## config.mk

```make
export PLATFORM = sky130hd
export DESIGN_NAME = clk_div_multi
export DESIGN_NICKNAME = d
export VERILOG_FILES = /design/src/rtl/clk_div_multi.sv
export SDC_FILE = /design/constraint.sdc
export NUM_CORES = 1
export LEC_CHECK = 0
export ABC_AREA = 1
export CAP_MARGIN = 40
export CORE_MARGIN = 1.5
export CORE_UTILIZATION = 50
export DETAILED_ROUTE_END_ITERATION = 8
export PLACE_DENSITY = 0.71
export SLEW_MARGIN = 20
export SYNTH_ARGS = -nofsm -noshare
export SYNTH_HDL_FRONTEND = slang
export SYNTH_SLANG_ARGS = --single-unit
```

## constraint.sdc

```tcl
create_clock -name clk_100MHZ -period 27.1 [get_ports clk_100MHZ]
set_input_delay 8.13 -clock clk_100MHZ [delete_from_list [all_inputs] [get_ports clk_100MHZ]]
set_output_delay 8.13 -clock clk_100MHZ [all_outputs]
set_load 0.005 [all_outputs]
```

## src/rtl/clk_div_multi.sv

```systemverilog
// Multi-channel programmable clock divider.
// Each channel produces a registered divided clock (high ceil(P/2), low floor(P/2))
// and a one-cycle tick at every period start. Divisor writes go through a shadow
// register. The shadow is loaded at a period boundary, or at once when the channel
// is disabled. A sync pulse realigns every channel to the start of its period.
module clk_div_multi #(
  parameter int  NUM_CH      = 4,
  parameter int  CNT_W       = 27,
  parameter int  DEFAULT_DIV = 100_000_000,
  localparam int CH_W        = (NUM_CH > 1) ? $clog2(NUM_CH) : 1
) (
  input  logic              clk_100MHZ,
  input  logic              rst,
  input  logic [NUM_CH-1:0] en,
  input  logic              sync,
  input  logic              cfg_valid,
  input  logic [CH_W-1:0]   cfg_ch,
  input  logic [CNT_W-1:0]  cfg_div,
  output logic              cfg_ready,
  output logic [NUM_CH-1:0] clk_out,
  output logic [NUM_CH-1:0] tick
);

  localparam logic [CNT_W-1:0] RST_DIV = CNT_W'(DEFAULT_DIV);
  localparam logic [CNT_W-1:0] MIN_DIV = CNT_W'(2);
  localparam logic [CNT_W-1:0] ONE     = CNT_W'(1);

  logic             cfg_ready_q;
  logic             cfg_ready_d;
  logic             cfg_acc;
  logic [CNT_W-1:0] cfg_div_sat;

  // Handshake: an accepted write drops ready for one cycle; divisors below 2 clamp to 2.
  always_comb begin
    cfg_acc     = cfg_valid && cfg_ready_q;
    cfg_ready_d = !cfg_acc;
    cfg_div_sat = (cfg_div < MIN_DIV) ? MIN_DIV : cfg_div;
  end

  // Ready register, high out of reset.
  always_ff @(posedge clk_100MHZ or posedge rst) begin
    if (rst) begin
      cfg_ready_q <= 1'b1;
    end else begin
      cfg_ready_q <= cfg_ready_d;
    end
  end

  assign cfg_ready = cfg_ready_q;

  for (genvar i = 0; i < NUM_CH; i++) begin : g_ch
    localparam logic [CH_W-1:0] IDX = CH_W'(i);

    logic [CNT_W-1:0] cnt_q, cnt_d;
    logic [CNT_W-1:0] div_q, div_d;
    logic [CNT_W-1:0] shd_q, shd_d;
    logic             pend_q, pend_d;
    logic             clk_q, clk_d;
    logic             tick_q, tick_d;
    logic [CNT_W-1:0] half;
    logic             wr_sel;

    // High phase length: ceil(P/2) without needing an extra carry bit.
    assign half   = div_q - (div_q >> 1);
    // Writes to a non-existent channel match no IDX and are dropped.
    assign wr_sel = cfg_acc && (cfg_ch == IDX);

    // Next state: sync beats counting; a disabled channel takes a pending divisor at once.
    always_comb begin
      cnt_d  = cnt_q;
      div_d  = div_q;
      shd_d  = shd_q;
      pend_d = pend_q;
      clk_d  = clk_q;
      tick_d = 1'b0;
      if (sync) begin
        if (pend_q) begin
          div_d  = shd_q;
          pend_d = 1'b0;
        end
        cnt_d  = '0;
        clk_d  = en[i];
        tick_d = en[i];
      end else if (en[i]) begin
        if (cnt_q == div_q - ONE) begin
          cnt_d  = '0;
          clk_d  = 1'b1;
          tick_d = 1'b1;
          if (pend_q) begin
            div_d  = shd_q;
            pend_d = 1'b0;
          end
        end else begin
          cnt_d = cnt_q + ONE;
          if (cnt_q == half - ONE) begin
            clk_d = 1'b0;
          end
        end
      end else if (pend_q) begin
        div_d  = shd_q;
        pend_d = 1'b0;
        cnt_d  = '0;
        clk_d  = 1'b0;
      end
      // A write on this edge lands in the shadow after any load above, so it waits.
      if (wr_sel) begin
        shd_d  = cfg_div_sat;
        pend_d = 1'b1;
      end
    end

    // Channel state registers with immediate reset to the default divisor.
    always_ff @(posedge clk_100MHZ or posedge rst) begin
      if (rst) begin
        cnt_q  <= '0;
        div_q  <= RST_DIV;
        shd_q  <= RST_DIV;
        pend_q <= 1'b0;
        clk_q  <= 1'b0;
        tick_q <= 1'b0;
      end else begin
        cnt_q  <= cnt_d;
        div_q  <= div_d;
        shd_q  <= shd_d;
        pend_q <= pend_d;
        clk_q  <= clk_d;
        tick_q <= tick_d;
      end
    end

    assign clk_out[i] = clk_q;
    assign tick[i]    = tick_q;
  end

endmodule

```

==> results of run 1 <==
worst register-to-register path, cell delays in order, from the launching register on:
cell      delay (ns)
dfrtp_1         0.43
inv_1           0.16
ha_1            0.19
nand2_1         0.06
nor2_1          0.15
nand2_1         0.19
nor2_1          0.26
nand3_1         0.15
xor2_1          0.16
nand2_1         0.07
nor2_1          0.12
nand3b_1        0.08
nor2_1          0.15
nand2_2         0.15
nand2_4         0.47
nand2_4         0.32
nand2_1         0.16
nand2_1         0.05
cell families after synthesis:
kind of cell,Yosys count
flip-flops,337
AO/OA/AOI/OAI,428
AND/OR/NAND/NOR,1952
buffers and inverters,679
multiplexers,2
XOR/XNOR,373
adder cells (fa/ha/maj),228
per-stage QoR:
stage | power (mW) | instances | worst slack [ns] | instance area, um2 | utilization, %
2_1_floorplan | 1.977 | 3999 | 9.792 | 28280 | -
3_3_place_gp | 2.336 | 4655 | 15.61 | 29030 | 52.29
3_5_place_dp | 2.353 | 4664 | 16.09 | 29230 | 52.65
4_1_cts | 2.912 | 4730 | 16.66 | 30530 | 54.98
5_1_grt | 3.205 | 4731 | 16.46 | 30550 | 55.03
6_report | 2.920 | 4731 | 16.64 | 30550 | 55.03
flip-flops by register name (all words and copies together), names as in the netlist:
register / flops
g_ch.clk_q: 4
g_ch.tick_q: 4
g_ch.shd_q: 108
g_ch.cnt_q: 108
g_ch.pend_q: 4
g_ch.div_q: 108
cfg_ready: 1
power by group through the flow:
| stage | registers, mW | logic (mW) | clock network (mW) |
|---|---|---|---|
| final | 0.718 | 1.66 | 0.540 |
| after global routing | 0.730 | 1.91 | 0.569 |
| after CTS | 0.716 | 1.64 | 0.551 |
| after detailed placement | 0.723 | 1.63 | 0 |
| after global placement | 0.722 | 1.61 | 0 |
| after floorplan | 0.685 | 1.29 | 0 |
worst paths after layout:
kind,depth (start not counted),to,startpoint
setup / recovery,13,g_ch[1].cnt_q[23]$_DFFE_PP0P_,sync
hold / removal,2,g_ch[2].div_q[14]$_DFFE_PP1P_,g_ch[2].shd_q[14]$_DFFE_PP1P_
setup reg to reg,17,g_ch[3].div_q[10]$_DFFE_PP0P_,g_ch[3].div_q[2]$_DFFE_PP0P_
hold reg to reg,2,g_ch[2].div_q[14]$_DFFE_PP1P_,g_ch[2].shd_q[14]$_DFFE_PP1P_
max in group asynchronous,7,g_ch[3].shd_q[8]$_DFFE_PP1P_,rst
min in group asynchronous,2,g_ch[0].cnt_q[20]$_DFFE_PP0P_,rst
cells in the final DEF, fill, tap and decap left out, types with 6 or more instances in the layout:
| master | synthesis | routed |
|---|---|---|
| xnor2_1 | 141 | 141 |
| a21oi_1 | 170 | 170 |
| and3_1 | 8 | 8 |
| nand3b_1 | 34 | 34 |
| nor3_2 | 5 | 6 |
| nor3b_1 | 9 | 9 |
| and3b_1 | 6 | 6 |
| a31oi_1 | 6 | 6 |
| inv_1 | 527 | 526 |
| dfstp_2 | 97 | 97 |
| nand3_2 | 14 | 16 |
| nand2_1 | 1008 | 1008 |
| buf_4 | 20 | 8 |
| bufinv_16 | 0 | 6 |
| o21ai_0 | 192 | 192 |
| nor3_1 | 63 | 62 |
| dfrtp_1 | 240 | 240 |
| o21ai_1 | 18 | 18 |
| xor2_1 | 230 | 230 |
| nor2_1 | 384 | 384 |
| nor4_1 | 14 | 14 |
| nand4_1 | 64 | 64 |
| nand2_2 | 12 | 12 |
| nand2_4 | 10 | 10 |
| clkdlybuf4s50_1 | 0 | 45 |
| o21bai_1 | 13 | 13 |
| nor2_4 | 6 | 6 |
| and2_1 | 8 | 8 |
| nor2_2 | 10 | 10 |
| o211ai_1 | 6 | 6 |
| clkbuf_8 | 0 | 6 |
| a21boi_0 | 9 | 9 |
| inv_2 | 6 | 6 |
| ha_1 | 224 | 224 |
| clkbuf_16 | 0 | 37 |
| nand3_1 | 284 | 282 |
metal layers:
layer,vias to the layer above,part of all wire [%]
met4,0,2.6
met1,11380,48
li1,12530,-
met5,-,0
met2,599,44
met3,99,5.5
area by class of cell:
class | count | area (um2)
Inverter | 534 | 2012
Sequential cell | 337 | 8554
Fill cell | 5430 | 24970
Tap cell | 748 | 935.9
Clock inverter | 18 | 266.5
Multi-Input combinational cell | 2983 | 17020
Clock buffer | 48 | 1027
Timing Repair Buffer | 63 | 738.2
==> flow_summary.ini, run 1 <==
[final_layout]
drive_above_1_share_pct = 6.402
antennaDiodeCount = 0
syn_to_layout_area_delta_pct = 8.058
nets = 4221

[timing]
fin_worst_hold_slack_ns = 0.4753
relSlewSlack_pct = 56.29
period_needed_ns = 10.46
final.period_utilization_pct = 38.59
report.final.hold_viol_count = 0
maxClockFrequency_ghz = 0.09563
timing_max_transition_violations_final = 0
timing.clock.skew_ns = 0.02442
total_negative_slack_for_setup_checks_ns = 0
max_slew.worst_pin.slew_ns = 0.6496
timing.final.setup_violations = 0
rsz0062_at_grt = no

[synthesis]
synth_nets = 4264
syn_area_um2 = 28280
postSynthRegisterBits = 337
netlist_instances = 3999
synthTopCellsByArea = dfrtp_1 21%, nand2_1 13%, ha_1 9.9%
synth_commonest_cells = 1008 x nand2_1, 527 x inv_1, 384 x nor2_1
synth-seq-area-share_pct = 30.25
dominant_combinational_cell_family_by_area_after_synthesis = simple AND/OR/NAND/NOR gates
ys_dominant_reg_cell = dfrtp_1
synth_xor_area_share_pct = 11.65
share_of_the_synthesized_area_in_compound_gates_ao_oa_aoi_oai_pct = 8.000
async_reset_ff_share_pct = 100.0
synth_adder_area_share_pct = 10.20
simple_gate_share_of_the_synthesized_area_pct = 30.22
ys.warnings.count = 0
synth-edff-count = 0
synth_area_per_cell_um2 = 7.071
yosysTopAreaCellShare_pct = 21.24
synth_largest_area_cell = dfrtp_1
synth.area.mux_share_pct = 0.07522
synth.most_common_cell = nand2_1
yosys.cell_types.count = 58

[pwr]
power_frac_seq_pct = 24.6
internal_power_mw = 1.547
switch_share_pct = 47.01
combPwrFrac_pct = 56.9
power.density_nw_per_um2 = 95.55
max-vdd-ir-drop_mv = 0.05889
cellLeakagePower_nw = 15.04
power.switching_mw = 1.373
clock_power_share_pct = 18.5

[clock_tree]
ctsResizeCount = 0
cts_setup_buffers = 0
clk_slew_on_worst_s_h_paths_ns = 0.07
cts_hold_repair.buffers = 0
total_number_of_clock_tree_sinks = 337
cts_buffer_depth = 3
cts_buffers = 37
tritoncts = yes
worst_skew_pair.late_latency_ns = 0.55
cts-root-buf = clkbuf_16
ctsHtreeMaxLevel = 2

[routing]
drt_wl_total_um = 73440
drt_pre_antenna_iters = 6
vias_per_cell = 5.201
number_of_antenna_violating_nets_in_the_routed_design = 0
drc = 0
via_count = 24610
detail_route.wl_per_cell_um = 15.52
drt_iter0_markers = 1837

[worst_setup_path]
critical-path-slowest-cell = clkdlybuf4s50_1
critPathMostFrequentCell = nand3_1
cp_data_required_time_ns = 27.50
worstPathBufferInverterCount = 4
path_cells = clkdlybuf4s50_1 -> buf_8 -> inv_2 -> nand3_1 -> inv_2 -> nor3_2 -> nand3_1 -> nor2_2 -> nand3_1 -> nor2_2 -> nand2_1 -> xor2_1 -> nor2_1
timing.reg2reg.setup_slack_ns = 23.66
critical_path_arrival_ns = 10.86
cpPeakStageDelay_ns = 0.60
critical_path_end_type = register
critPathMaxFanout = 11
critical-path-top-delay-family = simple AND/OR/NAND/NOR gates
critPathKind = in2reg
critPathLaunchType = input pin

[global_route]
met2_usage_pct = 41.68
met1_usage_pct = 37.13
antenna_found_initial = 0
grt_use_met3_pct = 3.042
grt_busiest_layer = met2
grt_use_total_pct = 25.97
grt_max_degree = 117
grt-ovfl-total = 0
vias_in_the_first_global_route = 23370
grt_first_pass_wirelength_um = 121000

[floorplanning]
placeableCoreArea_um2 = 55520
boundaryPins = 46
initial_core_util_pct = 50.93
die_h_um = 240.8
floorplan.die_area_um2 = 57990
std_cell_rows = 86
die_width_um = 240.8

[min_path]
worstHoldPathType = reg2reg

[job]
drv.max_cap_violation_count = 0

[placed_design]
detailed_place_hpwl_um = 57550
place.gp.congestion = 0.9819
portBuffers = 45

[outcome]
outcome = completed
No activity file was read; power rests on OpenSTA's default activity.
==> inputs of run 2 (changes only) <==
--- a/config.mk
+++ b/config.mk
@@ -10,7 +10,7 @@
 export CORE_MARGIN = 1.5
 export CORE_UTILIZATION = 50
 export DETAILED_ROUTE_END_ITERATION = 8
-export PLACE_DENSITY = 0.71
+export PLACE_DENSITY = 0.74
 export SLEW_MARGIN = 20
 export SYNTH_ARGS = -nofsm -noshare
 export SYNTH_HDL_FRONTEND = slang
==> constraint.sdc (replaced) <==
create_clock -name clk_100MHZ -period 9.3 [get_ports clk_100MHZ]
set_input_delay 2.79 -clock clk_100MHZ [delete_from_list [all_inputs] [get_ports clk_100MHZ]]
set_output_delay 2.79 -clock clk_100MHZ [all_outputs]
set_load 0.005 [all_outputs]
==> flow_summary.ini, run 2 (same netlist as run 1, synthesis figures left out) <==
[outcome]
outcome = completed

[timing]
max_slew.worst_pin.slew_ns = 1.023
rsz0062_at_grt = no
total_negative_slack_for_setup_checks_ns = 0
timing.clock.skew_ns = 0.01139
relSlewSlack_pct = 31.78
timing_max_transition_violations_final = 0
timing.final.setup_violations = 0
period_needed_ns = 4.983
maxClockFrequency_ghz = 0.2007
report.final.hold_viol_count = 0
final.period_utilization_pct = 53.58

[clock_tree]
ctsHtreeMaxLevel = 2
total_number_of_clock_tree_sinks = 337
ctsResizeCount = 0
cts_buffer_depth = 3
tritoncts = yes
clk_slew_on_worst_s_h_paths_ns = 0.06
cts-root-buf = clkbuf_16
cts_buffers = 37
cts_setup_buffers = 0
cts_hold_repair.buffers = 0
worst_skew_pair.late_latency_ns = 0.54

[worst_setup_path]
critical-path-slowest-cell = clkdlybuf4s50_1
path_cells = clkdlybuf4s50_1 -> buf_4 -> inv_2 -> nand3_1 -> inv_1 -> nor2_1 -> nand2_1 -> nor3_1 -> nand3_1 -> xor2_1 -> inv_1 -> nor2_1
cpPeakStageDelay_ns = 0.45
cp_data_required_time_ns = 9.70
critPathKind = in2reg
r2r_end = g_ch[3].div_q[6]$_DFFE_PP0P_
critical_path_end_type = register
critPathLaunchType = input pin
crit-reg2reg-launch = g_ch[3].div_q[2]$_DFFE_PP0P_
critical_path_arrival_ns = 5.39
count_of_cells_along_the_worst_register_to_register_path = 15
timing.reg2reg.setup_slack_ns = 5.70
worstPathBufferInverterCount = 5
critical-path-top-delay-family = buffers and inverters
critPathMaxFanout = 12

[pwr]
cellLeakagePower_nw = 14.99
power.density_nw_per_um2 = 278.1
design_power_total_mw = 8.468
max-vdd-ir-drop_mv = 0.1410

[routing]
vias_per_cell = 5.278
detail_route.wl_per_cell_um = 15.46
drc = 0
drt_pre_antenna_iters = 6
number_of_antenna_violating_nets_in_the_routed_design = 0
via_count = 24970
drt_wl_total_um = 73110
drt_iter0_markers = 1971

[job]
drv.max_cap_violation_count = 0

[final_layout]
mostFrequentLayoutCells = 1008 x nand2_1, 526 x inv_1, 384 x nor2_1
drive_above_1_share_pct = 6.307
syn_to_layout_area_delta_pct = 7.677
finish.instance_area_um2 = 30450
nets = 4216
layout.cells.most_common = nand2_1
reg.largest.list = g_ch.cnt_q: 108 flops, g_ch.div_q: 108 flops, g_ch.shd_q: 108 flops
n_fill_cell = 5289

[placed_design]
detailed_place_hpwl_um = 57290
portBuffers = 45
area_post_placement_um2 = 29160
place.gp.congestion = 0.9812

[floorplanning]
floorplan.die_area_um2 = 57990
initial_core_util_pct = 50.93
boundaryPins = 46
die_width_um = 240.8
std_cell_rows = 86
die_h_um = 240.8
placeableCoreArea_um2 = 55520

[global_route]
grt_use_met3_pct = 2.837
grt_first_pass_wirelength_um = 119700
met1_usage_pct = 37.21
antenna_found_initial = 2
grt_max_degree = 189
grt_busiest_layer = met2
grt_use_total_pct = 25.62
vias_in_the_first_global_route = 23330
grt-ovfl-total = 0
met2_usage_pct = 40.33

[min_path]
hold_path.startpoint = g_ch[1].shd_q[23]$_DFFE_PP1P_
worstHoldPathType = reg2reg
min_path_cells = 2
hold_end = g_ch[1].div_q[23]$_DFFE_PP1P_
==> run 2: cell types whose count changed in the layout (fill, tap and decap cells not counted), moves of 3 or more <==
cell / delta
buf_16: -4
buf_4: -3
clkinv_2: +6
inv_6: -4
==> run 2: how the worst max path moves through the flow <==
| stage | start | end | slack, ns | cells past startpoint |
|---|---|---|---|---|
| floorplan | rst | g_ch[0].clk_q$_DFFE_PP0P_ | 2.08 | 1 |
| CTS | sync | g_ch[2].cnt_q[26]$_DFFE_PP0P_ | 4.39 | 12 |
| global placement | sync | g_ch[1].cnt_q[23]$_DFFE_PP0P_ | 3.87 | 13 |
| finish | sync | g_ch[2].cnt_q[26]$_DFFE_PP0P_ | 4.32 | 12 |
| global route | sync | g_ch[0].cnt_q[20]$_DFFE_PP0P_ | 4.10 | 14 |
| detailed placement | sync | g_ch[2].cnt_q[26]$_DFFE_PP0P_ | 3.81 | 12 |
==> run 2: metal layers <==
layer | vias to the layer above | part of all wire [%]
met5 | - | 0
met4 | 0 | 2.6
met3 | 109 | 6.6
met2 | 728 | 43
met1 | 11610 | 47
li1 | 12520 | -
==> run 2: report_power, final <==
group	switching, mW	internal, mW	leakage [nW]
registers	0.317	1.79	4.18
clock network	0.623	0.918	0.629
logic	3.06	1.76	10.2
==> run 2: area by class of cell <==
| class | instances | area, um2 | area share, % |
|---|---|---|---|
| sequential | 337 | 8554 | 28.10 |
| tap | 748 | 935.9 | 3.074 |
| inverter | 534 | 2008 | 6.596 |
| multi-input combinational | 2983 | 17020 | 55.90 |
| clock inverter | 19 | 229.0 | 0.7520 |
| timing repair buffer | 58 | 640.6 | 2.104 |
| antenna | 2 | 5.005 | 0.01644 |
| clock buffer | 49 | 1054 | 3.460 |
==> run 2: metrics by stage <==
stage          utilization, %  hold WS [ns]  setup WS [ns]  instances
2_1_floorplan               -        0.4537          2.085       3999
3_3_place_gp            52.31        0.4660          3.873       4654
3_5_place_dp            52.52        0.4736          3.810       4660
4_1_cts                 54.83        0.4822          4.387       4728
5_1_grt                 54.83        0.4970          4.096       4729
6_report                54.84        0.4819          4.317       4730
==> run 2: tightest hold or removal path, delay by kind of cell (launching register included) <==
family | cells | cell delay (ns)
and+or+nand+nor | 2 | 0.12
DFF | 1 | 0.37
==> inputs of run 3 (changes only) <==
--- a/config.mk
+++ b/config.mk
@@ -10,7 +10,7 @@
 export CORE_MARGIN = 1.5
 export CORE_UTILIZATION = 50
 export DETAILED_ROUTE_END_ITERATION = 8
-export PLACE_DENSITY = 0.74
+export PLACE_DENSITY = 0.71
 export SLEW_MARGIN = 20
 export SYNTH_ARGS = -nofsm -noshare
 export SYNTH_HDL_FRONTEND = slang
==> constraint.sdc (replaced) <==
create_clock -name clk_100MHZ -period 4.8 [get_ports clk_100MHZ]
set_input_delay 1.44 -clock clk_100MHZ [delete_from_list [all_inputs] [get_ports clk_100MHZ]]
set_output_delay 1.44 -clock clk_100MHZ [all_outputs]
set_load 0.005 [all_outputs]
==> flow_summary.ini, run 3 (same netlist as run 1, synthesis figures left out) <==
[worst_setup_path]
path_cells = clkdlybuf4s50_1 -> inv_2 -> nand3_1 -> inv_2 -> nor3_2 -> nand3_1 -> nor2_2 -> nand3_1 -> nor2_2 -> nand2_1 -> xor2_1 -> nor2_1
cp_data_required_time_ns = 5.20
critPathKind = in2reg
critical-path-slowest-cell = clkdlybuf4s50_1
critPathMaxFanout = 10
count_of_cells_along_the_worst_register_to_register_path = 17
critical_path_end_type = register
critPathLaunchType = input pin
critPathMostFrequentCell = nand3_1
timing.reg2reg.setup_slack_ns = 1.23
r2r_end = g_ch[3].div_q[25]$_DFFE_PP0P_
critical_path_arrival_ns = 4.01
crit-reg2reg-launch = g_ch[3].div_q[2]$_DFFE_PP0P_
cpPeakStageDelay_ns = 0.59

[clock_tree]
ctsResizeCount = 0
cts_buffer_depth = 3
clk_slew_on_worst_s_h_paths_ns = 0.06
cts-root-buf = clkbuf_16
tritoncts = yes
cts_buffers = 37
ctsHtreeMaxLevel = 2
cts_setup_buffers = 0
worst_skew_pair.late_latency_ns = 0.55
total_number_of_clock_tree_sinks = 337
cts_hold_repair.buffers = 0

[routing]
drt_wl_total_um = 73590
drc = 0
vias_per_cell = 5.218
drt_pre_antenna_iters = 9
drt_iter0_markers = 1696
detail_route.wl_per_cell_um = 15.55
number_of_antenna_violating_nets_in_the_routed_design = 0
via_count = 24700

[floorplanning]
initial_core_util_pct = 50.93
std_cell_rows = 86
boundaryPins = 46
placeableCoreArea_um2 = 55520
die_width_um = 240.8
floorplan.die_area_um2 = 57990
die_h_um = 240.8

[global_route]
grt_first_pass_wirelength_um = 121200
grt-ovfl-total = 0
vias_in_the_first_global_route = 23530
grt_max_degree = 97
grt_use_total_pct = 26.03
antenna_found_initial = 0

[pwr]
power.density_nw_per_um2 = 541.1
power_frac_seq_pct = 24.6
switch_share_pct = 47.11
design_power_total_mw = 16.49
power.switching_mw = 7.770
max-vdd-ir-drop_mv = 0.3663
clock_power_share_pct = 18.6
cellLeakagePower_nw = 15.00
combPwrFrac_pct = 56.8
internal_power_mw = 8.723

[placed_design]
pre_cts_ws_ns = 0.6741
number_of_placed_instances_taps_included = 4665
place.gp.congestion = 0.9695
detailed_place_hpwl_um = 57700
portBuffers = 45

[timing]
maxClockFrequency_ghz = 0.2772
report.final.hold_viol_count = 0
relSlewSlack_pct = 49.06
timing.clock.skew_ns = 0.01739
finalWorstSetupSlack_ns = 1.192
rsz0062_at_grt = no
timing_max_transition_violations_final = 0
final.period_utilization_pct = 75.16
period_needed_ns = 3.608
max_slew.worst_pin.slew_ns = 0.7633
timing.final.setup_violations = 0

[min_path]
worstHoldPathType = reg2reg
hold_path.startpoint = g_ch[2].shd_q[16]$_DFFE_PP1P_
min_path_cells = 2
hold_end = g_ch[2].div_q[16]$_DFFE_PP1P_

[final_layout]
drive_above_1_share_pct = 6.399
antennaDiodeCount = 0
syn_to_layout_area_delta_pct = 7.801
mostFrequentLayoutCells = 1008 x nand2_1, 526 x inv_1, 384 x nor2_1
final-instance-count-excl-fill = 4733
reg.largest.list = g_ch.cnt_q: 108 flops, g_ch.div_q: 108 flops, g_ch.shd_q: 108 flops
nets = 4222
layout.cells.most_common = nand2_1

[outcome]
outcome = completed

[job]
drv.max_cap_violation_count = 0
[run 3: changes by cell type in the layout (fill, tap and decap cells not counted), moves of 3 or more]
cell	delta
clkbuf_8	-3
inv_6	+3
buf_8	-3
clkinv_2	-6
buf_4	+7
[run 3: cell type report]
class	count	area, um2
fill	5459	25040
multi-input combinational	2983	17020
sequential	337	8554
inverter	534	2008
clock buffer	47	1016
tap	748	935.9
timing repair buffer	64	665.6
clock inverter	20	281.5
[run 3: stage by stage]
step	instance area (um2)	hold WS (ns)	TNS, ns	utilization [%]
floorplan	28280	0.4537	-255.69	-
global placement	29140	0.4662	0	52.48
detailed placement	29180	0.4705	0	52.55
CTS	30480	0.4792	0	54.89
global route	30480	0.4978	0	54.90
finish	30480	0.4771	0	54.90
[run 3: how the worst max path moves through the flow]
stage / from / endpoint / slack [ns] / depth (start not counted)
2_1_floorplan: rst / g_ch[0].clk_q$_DFFE_PP0P_ / -1.07 / 1
3_3_place_gp: sync / g_ch[0].cnt_q[18]$_DFFE_PP0P_ / 0.72 / 12
3_5_place_dp: sync / g_ch[1].cnt_q[23]$_DFFE_PP0P_ / 0.67 / 12
4_1_cts: sync / g_ch[1].cnt_q[23]$_DFFE_PP0P_ / 1.22 / 12
5_1_grt: g_ch[3].div_q[2]$_DFFE_PP0P_ / g_ch[3].div_q[0]$_DFFE_PP0P_ / 0.89 / 17
6_report: sync / g_ch[1].cnt_q[23]$_DFFE_PP0P_ / 1.19 / 12
[run 3: routing by layer]
layer	up-vias	share of wire, %	GRT usage [%]
li1	12530	-	-
met2	651	44	41.42
met1	11400	47	36.84
met4	0	2.9	8.087
met3	116	5.9	3.283
met5	-	0	0
[run 3: power by group through the flow]
| stage | sequential (mW) | clock (mW) | combinational, mW |
|---|---|---|---|
| final | 4.05 | 3.07 | 9.38 |
| after detailed placement | 4.08 | 0 | 9.20 |
| after CTS | 4.04 | 3.13 | 9.29 |
| after floorplan | 3.87 | 0 | 7.29 |
| after global placement | 4.07 | 0 | 9.14 |
| after global routing | 4.12 | 3.23 | 10.7 |
[run 3: critical path, delay by kind of cell]
family	cells	cell delay, ns
xor+xnor	1	0.13
simple gates	8	1.46
buf+inv	3	0.98
